### src/rtl/serial_link_cfg_responder_pkg.sv
// Shared types and constants for the serial-link configuration responder.
// Contents: RegBus request/response payloads, register offsets, CTRL field
// positions and reset value, isolation FSM state encoding, byte-mask helper.
package serial_link_cfg_responder_pkg;

    localparam int unsigned ADDR_W = 32;
    localparam int unsigned DATA_W = 32;
    localparam int unsigned STRB_W = DATA_W / 8;

    typedef struct packed {
        logic [ADDR_W-1:0] addr;
        logic              write;
        logic [DATA_W-1:0] wdata;
        logic [STRB_W-1:0] wstrb;
        logic              valid;
    } cfg_req_t;

    typedef struct packed {
        logic [DATA_W-1:0] rdata;
        logic              error;
        logic              ready;
    } cfg_rsp_t;

    localparam logic [ADDR_W-1:0] CTRL_OFFSET     = 32'h0000_0000;
    localparam logic [ADDR_W-1:0] ISOLATED_OFFSET = 32'h0000_0004;
    localparam logic [ADDR_W-1:0] TX_CFG_OFFSET   = 32'h0000_0008;
    localparam logic [ADDR_W-1:0] RX_CFG_OFFSET   = 32'h0000_000C;

    localparam logic [DATA_W-1:0] CTRL_RESET = 32'h0000_0300;
    localparam logic [DATA_W-1:0] CTRL_MASK  = 32'h0000_0303;

    localparam int unsigned CTRL_CLK_ENA_BIT = 0;
    localparam int unsigned CTRL_RESET_N_BIT = 1;
    localparam int unsigned CTRL_ISO_LSB     = 8;
    localparam int unsigned ISO_FLAG_LSB     = 8;

    typedef enum logic [1:0] {
        ISO_ST    = 2'd0,
        DEISO_ST  = 2'd1,
        ACTIVE_ST = 2'd2,
        REISO_ST  = 2'd3
    } iso_state_e;

    // Expand byte strobes into a bit mask.
    function automatic logic [DATA_W-1:0] strb_mask(input logic [STRB_W-1:0] strb);
        logic [DATA_W-1:0] mask;
        mask = '0;
        for (int unsigned i = 0; i < STRB_W; i++) begin
            mask[i*8 +: 8] = {8{strb[i]}};
        end
        return mask;
    endfunction

endpackage

### src/rtl/serial_link_cfg_responder_if.sv
// RegBus configuration port: request from the master, response from the responder.
// Ports (modports): master drives req and observes rsp; slave observes req and drives rsp.
interface serial_link_cfg_responder_if;
    import serial_link_cfg_responder_pkg::*;

    cfg_req_t req;
    cfg_rsp_t rsp;

    modport master (output req, input rsp);
    modport slave  (input req, output rsp);
endinterface

### src/rtl/serial_link_cfg_responder_iso_fsm.sv
// Isolation handshake tracker for one AXI direction.
// Ports: clk_i/rst_ni clock and async active-low reset; iso_req_i requested
// isolation level (CTRL.iso_d); isolated_i synchronised datapath status;
// flag_clr_i read-clear of the sticky timeout flag; flag_o sticky timeout flag.
module serial_link_cfg_responder_iso_fsm
    import serial_link_cfg_responder_pkg::*;
#(
    parameter int unsigned IsoTimeout = 1024
) (
    input  logic clk_i,
    input  logic rst_ni,
    input  logic iso_req_i,
    input  logic isolated_i,
    input  logic flag_clr_i,
    output logic flag_o
);

    localparam int unsigned CNT_W = $clog2(IsoTimeout + 1);

    iso_state_e       state_q, state_d;
    logic [CNT_W-1:0] cnt_q;
    logic             flag_q;
    logic             transient_c;
    logic             timeout_c;
    logic             flag_set_c;

    // State register.
    always_ff @(posedge clk_i or negedge rst_ni) begin
        if (!rst_ni) begin
            state_q <= ISO_ST;
        end else begin
            state_q <= state_d;
        end
    end

    // Next state; request toggles in a transient state flip to the opposite one.
    always_comb begin
        state_d = state_q;
        unique case (state_q)
            ISO_ST:    if (!iso_req_i) state_d = DEISO_ST;
            DEISO_ST: begin
                if (iso_req_i)                     state_d = REISO_ST;
                else if (!isolated_i || timeout_c) state_d = ACTIVE_ST;
            end
            ACTIVE_ST: if (iso_req_i) state_d = REISO_ST;
            REISO_ST: begin
                if (!iso_req_i)                   state_d = DEISO_ST;
                else if (isolated_i || timeout_c) state_d = ISO_ST;
            end
            default:   state_d = ISO_ST;
        endcase
    end

    // Outputs: timeout detect, flagged only when the ack has not arrived.
    always_comb begin
        transient_c = 1'b0;
        timeout_c   = 1'b0;
        flag_set_c  = 1'b0;
        transient_c = (state_q == DEISO_ST) || (state_q == REISO_ST);
        timeout_c   = transient_c && (cnt_q == CNT_W'(IsoTimeout - 1));
        if (state_q == DEISO_ST) begin
            flag_set_c = timeout_c && !iso_req_i && isolated_i;
        end else if (state_q == REISO_ST) begin
            flag_set_c = timeout_c && iso_req_i && !isolated_i;
        end
    end

    // Timeout counter restarts on every state change; sticky flag, set beats clear.
    always_ff @(posedge clk_i or negedge rst_ni) begin
        if (!rst_ni) begin
            cnt_q  <= '0;
            flag_q <= 1'b0;
        end else begin
            if (state_d != state_q) begin
                cnt_q <= '0;
            end else if (transient_c) begin
                cnt_q <= cnt_q + CNT_W'(1);
            end
            if (flag_set_c) begin
                flag_q <= 1'b1;
            end else if (flag_clr_i) begin
                flag_q <= 1'b0;
            end
        end
    end

    assign flag_o = flag_q;

endmodule

### src/rtl/serial_link_cfg_responder.sv
// RegBus responder for the serial-link control registers (CTRL, ISOLATED,
// CHANNEL_ALLOC_TX/RX_CFG) driving link clock gate, reset and isolation.
// Ports: clk_i/rst_ni clock and async active-low reset; cfg RegBus slave port;
// clk_ena_o clock-gate enable; link_rst_no link reset (active low);
// isolate_o isolation request [0]=AXI in [1]=AXI out; isolated_i async
// isolation status; tx/rx_alloc_cfg_o [0] bypass_en [1] auto_flush_en.
module serial_link_cfg_responder
    import serial_link_cfg_responder_pkg::*;
#(
    parameter int unsigned SyncStages    = 2,
    parameter int unsigned RstHoldCycles = 4,
    parameter int unsigned IsoTimeout    = 1024
) (
    input  logic                        clk_i,
    input  logic                        rst_ni,
    serial_link_cfg_responder_if.slave  cfg,
    output logic                        clk_ena_o,
    output logic                        link_rst_no,
    output logic [1:0]                  isolate_o,
    input  logic [1:0]                  isolated_i,
    output logic [1:0]                  tx_alloc_cfg_o,
    output logic [1:0]                  rx_alloc_cfg_o
);

    localparam int unsigned HOLD_W = $clog2(RstHoldCycles + 1);

    logic [1:0]        sync_q [SyncStages];
    logic [1:0]        iso_sync;
    logic [DATA_W-1:0] ctrl_q, ctrl_d;
    logic [1:0]        tx_q, tx_d, rx_q, rx_d;
    logic [HOLD_W-1:0] hold_q, hold_d;
    logic              link_rst_q;
    logic [1:0]        flags;

    logic              sel_ctrl_c, sel_iso_c, sel_tx_c, sel_rx_c;
    logic              err_c, we_c, flag_clr_c;
    logic [DATA_W-1:0] mask_c;
    logic [DATA_W-1:0] rdata_c;
    cfg_rsp_t          rsp_c;

    // Multi-flop synchroniser for the asynchronous isolation status.
    always_ff @(posedge clk_i or negedge rst_ni) begin
        if (!rst_ni) begin
            for (int unsigned i = 0; i < SyncStages; i++) begin
                sync_q[i] <= 2'b00;
            end
        end else begin
            sync_q[0] <= isolated_i;
            for (int unsigned i = 1; i < SyncStages; i++) begin
                sync_q[i] <= sync_q[i-1];
            end
        end
    end

    assign iso_sync = sync_q[SyncStages-1];

    // Address decode, access error and zero-wait-state response.
    always_comb begin
        sel_ctrl_c = cfg.req.addr == CTRL_OFFSET;
        sel_iso_c  = cfg.req.addr == ISOLATED_OFFSET;
        sel_tx_c   = cfg.req.addr == TX_CFG_OFFSET;
        sel_rx_c   = cfg.req.addr == RX_CFG_OFFSET;
        err_c      = 1'b0;
        if (cfg.req.valid) begin
            if (!(sel_ctrl_c || sel_iso_c || sel_tx_c || sel_rx_c)) begin
                err_c = 1'b1;
            end else if (cfg.req.write && (sel_tx_c || sel_rx_c) && (iso_sync != 2'b11)) begin
                // Allocator config may only change while both directions are isolated.
                err_c = 1'b1;
            end
        end
        we_c       = cfg.req.valid && cfg.req.write && !err_c;
        flag_clr_c = cfg.req.valid && !cfg.req.write && sel_iso_c;
        mask_c     = strb_mask(cfg.req.wstrb);

        rdata_c = '0;
        if (sel_ctrl_c) rdata_c = ctrl_q;
        if (sel_iso_c) begin
            rdata_c[1:0]                    = iso_sync;
            rdata_c[ISO_FLAG_LSB +: 2]      = flags;
        end
        if (sel_tx_c) rdata_c[1:0] = tx_q;
        if (sel_rx_c) rdata_c[1:0] = rx_q;
        if (err_c) rdata_c = '0;

        rsp_c.rdata = rdata_c;
        rsp_c.error = err_c;
        rsp_c.ready = cfg.req.valid;
    end

    assign cfg.rsp = rsp_c;

    // Register write merge and link reset hold counter.
    always_comb begin
        ctrl_d = ctrl_q;
        tx_d   = tx_q;
        rx_d   = rx_q;
        hold_d = hold_q;
        if (we_c && sel_ctrl_c) begin
            ctrl_d = ((ctrl_q & ~mask_c) | (cfg.req.wdata & mask_c)) & CTRL_MASK;
        end
        if (we_c && sel_tx_c && cfg.req.wstrb[0]) tx_d = cfg.req.wdata[1:0];
        if (we_c && sel_rx_c && cfg.req.wstrb[0]) rx_d = cfg.req.wdata[1:0];
        if (ctrl_q[CTRL_RESET_N_BIT] && !ctrl_d[CTRL_RESET_N_BIT]) begin
            hold_d = HOLD_W'(RstHoldCycles);
        end else if (hold_q != '0) begin
            hold_d = hold_q - HOLD_W'(1);
        end
    end

    always_ff @(posedge clk_i or negedge rst_ni) begin
        if (!rst_ni) begin
            ctrl_q     <= CTRL_RESET;
            tx_q       <= 2'b00;
            rx_q       <= 2'b00;
            hold_q     <= HOLD_W'(RstHoldCycles);
            link_rst_q <= 1'b0;
        end else begin
            ctrl_q     <= ctrl_d;
            tx_q       <= tx_d;
            rx_q       <= rx_d;
            hold_q     <= hold_d;
            link_rst_q <= ctrl_d[CTRL_RESET_N_BIT] && (hold_d == '0);
        end
    end

    // One isolation tracker per direction: [0] AXI in, [1] AXI out.
    for (genvar d = 0; d < 2; d++) begin : g_iso
        serial_link_cfg_responder_iso_fsm #(
            .IsoTimeout (IsoTimeout)
        ) i_iso_fsm (
            .clk_i      (clk_i),
            .rst_ni     (rst_ni),
            .iso_req_i  (ctrl_q[CTRL_ISO_LSB + d]),
            .isolated_i (iso_sync[d]),
            .flag_clr_i (flag_clr_c),
            .flag_o     (flags[d])
        );
    end

    assign clk_ena_o      = ctrl_q[CTRL_CLK_ENA_BIT];
    assign link_rst_no    = link_rst_q;
    assign isolate_o      = ctrl_q[CTRL_ISO_LSB +: 2];
    assign tx_alloc_cfg_o = tx_q;
    assign rx_alloc_cfg_o = rx_q;

endmodule

### src/flat_wrapper.sv
// flat-port wrapper written by rule: the top's interface ports become plain ports
module serial_link_cfg_responder_flat import serial_link_cfg_responder_pkg::*;
#(
    parameter int unsigned SyncStages    = 2,
    parameter int unsigned RstHoldCycles = 4,
    parameter int unsigned IsoTimeout    = 1024
)
  (clk_i, rst_ni, clk_ena_o, link_rst_no, isolate_o, isolated_i, tx_alloc_cfg_o, rx_alloc_cfg_o, cfg_req, cfg_rsp);
  serial_link_cfg_responder_if cfg_i ();
  input  logic clk_i;
  input  logic rst_ni;
  output logic clk_ena_o;
  output logic link_rst_no;
  output logic [1:0] isolate_o;
  input  logic [1:0] isolated_i;
  output logic [1:0] tx_alloc_cfg_o;
  output logic [1:0] rx_alloc_cfg_o;
  input wire logic [$bits(cfg_i.req)-1:0] cfg_req;
  output wire logic [$bits(cfg_i.rsp)-1:0] cfg_rsp;
  assign cfg_i.req = cfg_req;
  assign cfg_rsp = cfg_i.rsp;
  serial_link_cfg_responder #(.SyncStages(SyncStages), .RstHoldCycles(RstHoldCycles), .IsoTimeout(IsoTimeout)) u_core (.clk_i(clk_i), .rst_ni(rst_ni), .cfg(cfg_i), .clk_ena_o(clk_ena_o), .link_rst_no(link_rst_no), .isolate_o(isolate_o), .isolated_i(isolated_i), .tx_alloc_cfg_o(tx_alloc_cfg_o), .rx_alloc_cfg_o(rx_alloc_cfg_o));
endmodule
### config.mk
export PLATFORM = sky130hd
export DESIGN_NAME = serial_link_cfg_responder_flat
export DESIGN_NICKNAME = d
export VERILOG_FILES = /design/src/rtl/serial_link_cfg_responder_pkg.sv /design/src/rtl/serial_link_cfg_responder_if.sv /design/src/rtl/serial_link_cfg_responder_iso_fsm.sv /design/src/rtl/serial_link_cfg_responder.sv /design/src/flat_wrapper.sv
export SDC_FILE = /design/constraint.sdc
export NUM_CORES = 1
export LEC_CHECK = 0
export ABC_AREA = 1
export BUFFER_PORTS_ARGS = -buffer_cell sky130_fd_sc_hd__buf_2
export CAP_MARGIN = 40
export CELL_PAD_IN_SITES_DETAIL_PLACEMENT = 0
export CELL_PAD_IN_SITES_GLOBAL_PLACEMENT = 2
export CORE_UTILIZATION = 28
export CTS_CLUSTER_DIAMETER = 40
export CTS_CLUSTER_SIZE = 10
export DETAILED_ROUTE_END_ITERATION = 16
export GPL_TIMING_DRIVEN = 0
export PLACE_DENSITY = 0.83
export SYNTH_ARGS = -nofsm -noshare
export SYNTH_HDL_FRONTEND = slang
export SYNTH_SLANG_ARGS = --single-unit
### constraint.sdc
create_clock -name clk_i -period 2.87 [get_ports clk_i]
set_input_delay 0.1435 -clock clk_i [delete_from_list [all_inputs] [get_ports clk_i]]
set_output_delay 0.1435 -clock clk_i [all_outputs]
set_load 0.1 [all_outputs]
Yosys cells after proc, flatten, opt, wreduce, memory -nomap -nowiden
Cells that the tools add are included.
- add/subtract/negate cells: 3
- equal/unequal tests: 14
- multiplexer cells: 37
- bitwise logic cells: 4
- reductions and logical operators: 49
- operator list (cell ; number):
    == test 32 x 4 -> 1 bit (second input constant) ; 2
    two-way mux 11 bit ; 4
    two-way mux 2 bit ; 17
    == test 32 x 3 -> 1 bit (second input constant) ; 1
    logical NOT 32 bit ; 1
    logical AND 1 bit ; 23
    adder 11 x 1 -> 11 bit (second input constant) ; 2
    == test 11 x 10 -> 1 bit (second input constant) ; 2
    bitwise AND 10 bit ; 2
    two-way mux 10 bit ; 2
    case mux 2 bit (4 select lines) ; 2
    logical OR 1 bit ; 10
    two-way mux 1 bit ; 10
    inverter 10 bit ; 1
    bitwise OR 10 bit ; 1
    == test 2 bit (second input constant) ; 4
    nonzero test 2 bit ; 4
    logical NOT 1 bit ; 7
    two-way mux 3 bit ; 2
    == test 2 x 1 -> 1 bit (second input constant) ; 2
    logical NOT 2 bit ; 2
    != test 2 bit ; 2
    logical NOT 3 bit ; 1
    nonzero test 3 bit ; 1
    other kinds (2) ; 2
- flip-flop bits (word level): 44
- output and inout port bits: 42
- logic and storage cells: 121

Longest topological paths before layout
- depth after elaboration: 16
- mapped depth: 12
- gate-level depth less buffers: 11

Modules after synthesis
A second synthesis with hierarchy kept.
- cell total of the unflattened synthesis: 382
- area total of the unflattened synthesis: 2932.8 sq um
- modules (own cells, without submodules) (module ; times used ; cells each ; area an instance (sq um) ; seq. area each (sq um)):
    serial_link_cfg_responder_iso_fsm ; 2 ; 105 ; 833.3 ; 350.3
    serial_link_cfg_responder ; 1 ; 172 ; 1266.2 ; 404.1

Worst setup path before layout
OpenSTA, ideal clock, no wires.
- kind: in2out
- start point: input port cfg_req[59]
- end point: output port cfg_rsp[10]
- data arrival time: 2.953 ns
- required time: 2.727 ns
- setup slack: -0.227 ns
- stages on the path: 7
- path buffers: 0
- cells stage by stage: nor2_1 -> nand2_1 -> nor2_1 -> nand2_1 -> nor2_1 -> inv_1 -> o21ai_0
- cells in the longest elaborated chain, start to end: 8
- ends and longest elaborated chain (what ; line ; text):
    start: declaration ; flat_wrapper.sv:18 ; input wire logic [$bits(cfg_i.req)-1:0] cfg_req;
    == test 32 x 4 -> 1 bit (on tied branches) ; serial_link_cfg_responder.sv:61, serial_link_cfg_responder.sv:62 ;
    logical OR 1 bit ; serial_link_cfg_responder.sv:67 ; end else if (cfg.req.write && (sel_tx_c || sel_rx_c) && (iso_sync != 2'b11)) begin
    logical AND 1 bit (2 in a row) ; serial_link_cfg_responder.sv:67 ;
    two-way mux 1 bit ; serial_link_cfg_responder.sv:67 ;
    two-way mux 1 bit ; serial_link_cfg_responder.sv:65 ; if (!(sel_ctrl_c || sel_iso_c || sel_tx_c || sel_rx_c)) begin
    two-way mux 1 bit ; serial_link_cfg_responder.sv:64 ; if (cfg.req.valid) begin
    two-way mux 10 bit (*) ; serial_link_cfg_responder.sv:84 ; if (err_c) rdata_c = '0;
    end: declaration ; flat_wrapper.sv:19 ; output wire logic [$bits(cfg_i.rsp)-1:0] cfg_rsp;
Every way passes the cells marked *; elsewhere a longest branch is shown, timed or not.

Worst setup path after layout
- start point: register u_core.sync_q, in the netlist u_core.iso_sync[0]
- end point: output port cfg_rsp[2]
- cells in the longest elaborated chain, start to end: 6
- ends and longest elaborated chain (what ; line ; text):
    start: declaration ; serial_link_cfg_responder.sv:27 ; logic [1:0] sync_q [SyncStages];
    start signal: indexed assignment ; serial_link_cfg_responder.sv:50 ; sync_q[i] <= sync_q[i-1];
    != test 2 bit ; serial_link_cfg_responder.sv:67 ;
    logical AND 1 bit ; serial_link_cfg_responder.sv:67 ;
    two-way mux 1 bit ; serial_link_cfg_responder.sv:67 ;
    two-way mux 1 bit ; serial_link_cfg_responder.sv:65 ;
    two-way mux 1 bit ; serial_link_cfg_responder.sv:64 ;
    two-way mux 10 bit (*) ; serial_link_cfg_responder.sv:84 ;
Marked as above.

==> results.yml <==
synth:
  ys_types: 36
  synth_area_per_cell_um2: 7.65
  syn_inst: 381
  yosysSeqAreaShare_pct: 37.9
  ys.flop_type: "dfrtp_1"
  synth_seq_cells: 44
  synth_enable_flop_cells: 0
  synthArstFlopShare_pct: 100
  synth_warnings: 0
  netlist_area_mm2: 0.00291
grt:
  grt_max_degree: 37
  grt_use_met2_pct: 20.1
  grt_pass1_vias: 2299
  grtUsageTotal_pct: 11.8
  busiest_layer: "met2"
  use_met3_pct: 2.63
  grt_pass1_wl_um: 10400
  gr-usage-met1_pct: 14.7
  grt.overflow.total: 0
  grt_antenna_before_repair: 0
worst_setup_path:
  worst_path_max_delay_cell: "dfrtp_1"
  crit_type: "flop to output port"
  crit_family: "buffers and inverters"
  crit_buf_inv: 2
  arrival_ps: 2010
  worstPathRequired_ps: 2730
  start_kind: "flop"
  cp_max_fo: 7
  cp_cell_sequence: "inv_1 > o21ai_0 > nand2_1 > nand2_2 > o21ai_0 > a21oi_2 > buf_2"
  critPathMaxStageDelay_ps: 480
  cp_common_cell: "o21ai_0"
  critPathCaptureType: "output port"
route:
  wl_per_cell_um: 9.87
  via_per_inst: 4.12
  drc: 0
  drtPass1Iterations: 4
  postRouteAntennaNets: 0
  num_vias: 2507
  drt_iter0_markers: 89
  finalWirelength_um: 6010
sta:
  drv_slew: 0
  rsz0062_at_grt: "false"
  post-route-period-util_pct: 75.1
  max_freq_ghz: 0.464
  fin_setup_tns_ps: 0
  setup_viol: 0
  min_period_ps: 2160
  final_hold_viol_count: 0
  worst_slack_ps: 714
  skew_ps: 11.2
floorplanning:
  io_pins: 116
  rows: 36
  die_y_um: 104
  start_util_pct: 29.4
  dieArea_mm2: 0.0108
  coreArea_mm2: 0.00991
  die_w_um: 104
pwr:
  power.density_mw_per_mm2: 390
  p_sw_share_pct: 31.5
  combPwrFrac_pct: 19.7
  seq_power_share_pct: 44.2
  worst_ir_drop_vdd_v: 0.000168
  pwr-share-clk_pct: 36.1
  p_int_mw: 0.970
  power.switching_mw: 0.446
  p_leak_nw: 1.84
cts:
  htreeDepth: 2
  cts_sinks: 44
  cts_setup_buffers: 0
  cts_tree: "built"
  clock_path_buffers: 2
  clk_pin_slew_worst_paths_ps: 90
  worstSkewPairLatency_ps: 310
  numCtsBuffers: 5
  clk_root_buffer_cell: "clkbuf_8"
placed_design:
  hpwl_um: 4670
  preCtsSetupSlack_ps: 873
  numPortBuffers: 56
  place_congestion: 0.741
finish:
  final_cell_mix: "65 x nand2_1, 64 x nor2_1, 56 x buf_2, 47 x inv_1, 41 x dfrtp_1"
  layout.nets: 554
  antenna_cells: 0
  layout_commonest_cell: "nand2_1"
  syn_to_final_growth_pct: 24.8
  drive_above_1_share_pct: 30.3
run:
  drv_cap: 0
status:
  outcome: "complete, no violations"
hold_path:
  hp-class: "primary input to flop"
-- synthesized netlist by cell type (all sizes together), types with 3 or more instances --
cell type	count	area, um^2
o22ai	4	25.0
o21ai	15	86.3
xnor2	4	35.0
nor2	82	373
nand3	22	135
nor3	6	40.0
dfrtp	41	1030
xor2	9	78.8
nand4	12	81.3
a31oi	3	18.8
nand2	69	274
ha	5	62.6
a21oi	15	97.6
dfstp	3	78.8
inv	49	186
buf	35	267
-- registers in the layout, summed over array words and instances (netlist names), named ones only --
signal	flops
u_core.g_iso.i_iso_fsm.cnt_q	22
u_core.g_iso.i_iso_fsm.state_q	4
u_core.hold_q	3
u_core.g_iso.i_iso_fsm.flag_o	2
u_core.iso_sync	2
u_core.rx_alloc_cfg_o	2
u_core.sync_q	2
u_core.tx_alloc_cfg_o	2
u_core.ctrl_q	1
u_core.link_rst_no	1
-- layer usage --
| metal | vias to the layer above | wire length, um |
|---|---|---|
| met5 | - | 0 |
| li1 | 1331 | - |
| met3 | 6 | 324 |
| met1 | 1109 | 2770 |
| met2 | 61 | 2830 |
| met4 | 0 | 84 |
-- path summary, 6_finish.rpt --
check,start,end,slack (ps),cells past startpoint
worst max register to register,u_core.g_iso[1].i_iso_fsm.cnt_q[0],u_core.g_iso[1].i_iso_fsm.cnt_q[5],1130,11
worst min-delay path,cfg_req[14],flop,50,3
worst min register to register,u_core.sync_q[2],u_core.iso_sync[0],350,0
worst max-delay path,u_core.iso_sync[0],cfg_rsp[2],710,7
min in group asynchronous,rst_ni,u_core.g_iso[1].i_iso_fsm.cnt_q[3],210,2
max in group asynchronous,rst_ni,u_core.hold_q[2],2110,3
-- worst register-to-register path, delay by kind of cell, from the launching register on --
family | cells | cell delay (ps)
DFF | 1 | 420
and+or+nand+nor | 9 | 690
AOI/OAI and AO/OA | 1 | 290
adders and majority gates | 1 | 220
-- per-stage QoR --
stage / area, um^2 / hold WS (ps) / utilization [%] / power, mW / instances
after global routing: 3640 / 41.5 / 36.7 / 1.47 / 609
after global placement: 3460 / 256 / 35.0 / 0.910 / 597
after detailed placement: 3480 / 25.7 / 35.2 / 0.914 / 598
after floorplan: 3020 / -152 / - / 0.860 / 408
after CTS: 3640 / 44.4 / 36.7 / 1.43 / 609
final: 3640 / 47.1 / 36.7 / 1.42 / 609
-- timing repair --
item,4_1_cts,5_1_grt
gates resized for setup,0,0
hold endpoints to repair,19,0
hold buffers,3,0
-- power groups by stage --
stage / Clock, mW / Combinational (mW) / Sequential (mW)
final: 0.512 / 0.279 / 0.626
after floorplan: 0 / 0.223 / 0.637
after detailed placement: 0 / 0.276 / 0.638
after global routing: 0.553 / 0.294 / 0.626
after global placement: 0 / 0.273 / 0.638
after CTS: 0.528 / 0.280 / 0.626
-- final cells by class --
class / count / area [um^2]
Clock buffer: 6 / 82.6
Multi-Input combinational cell: 279 / 1460
Sequential cell: 44 / 1100
Clock inverter: 2 / 38.8
Timing Repair Buffer: 60 / 330
Buffer: 36 / 270
Tap cell: 133 / 166
Inverter: 49 / 186
Fill cell: 1101 / 6270
-- cell families after synthesis --
family,Yosys count,share of synthesized area (%)
buf+inv,85,15.7
other cells,1,0.129
fa+ha+maj,5,2.15
simple gates,193,31.5
compound gates,39,8.38
flops,44,37.9
mux,1,0.344
xor+xnor,13,3.91
(Power assumes the default switching activity.)
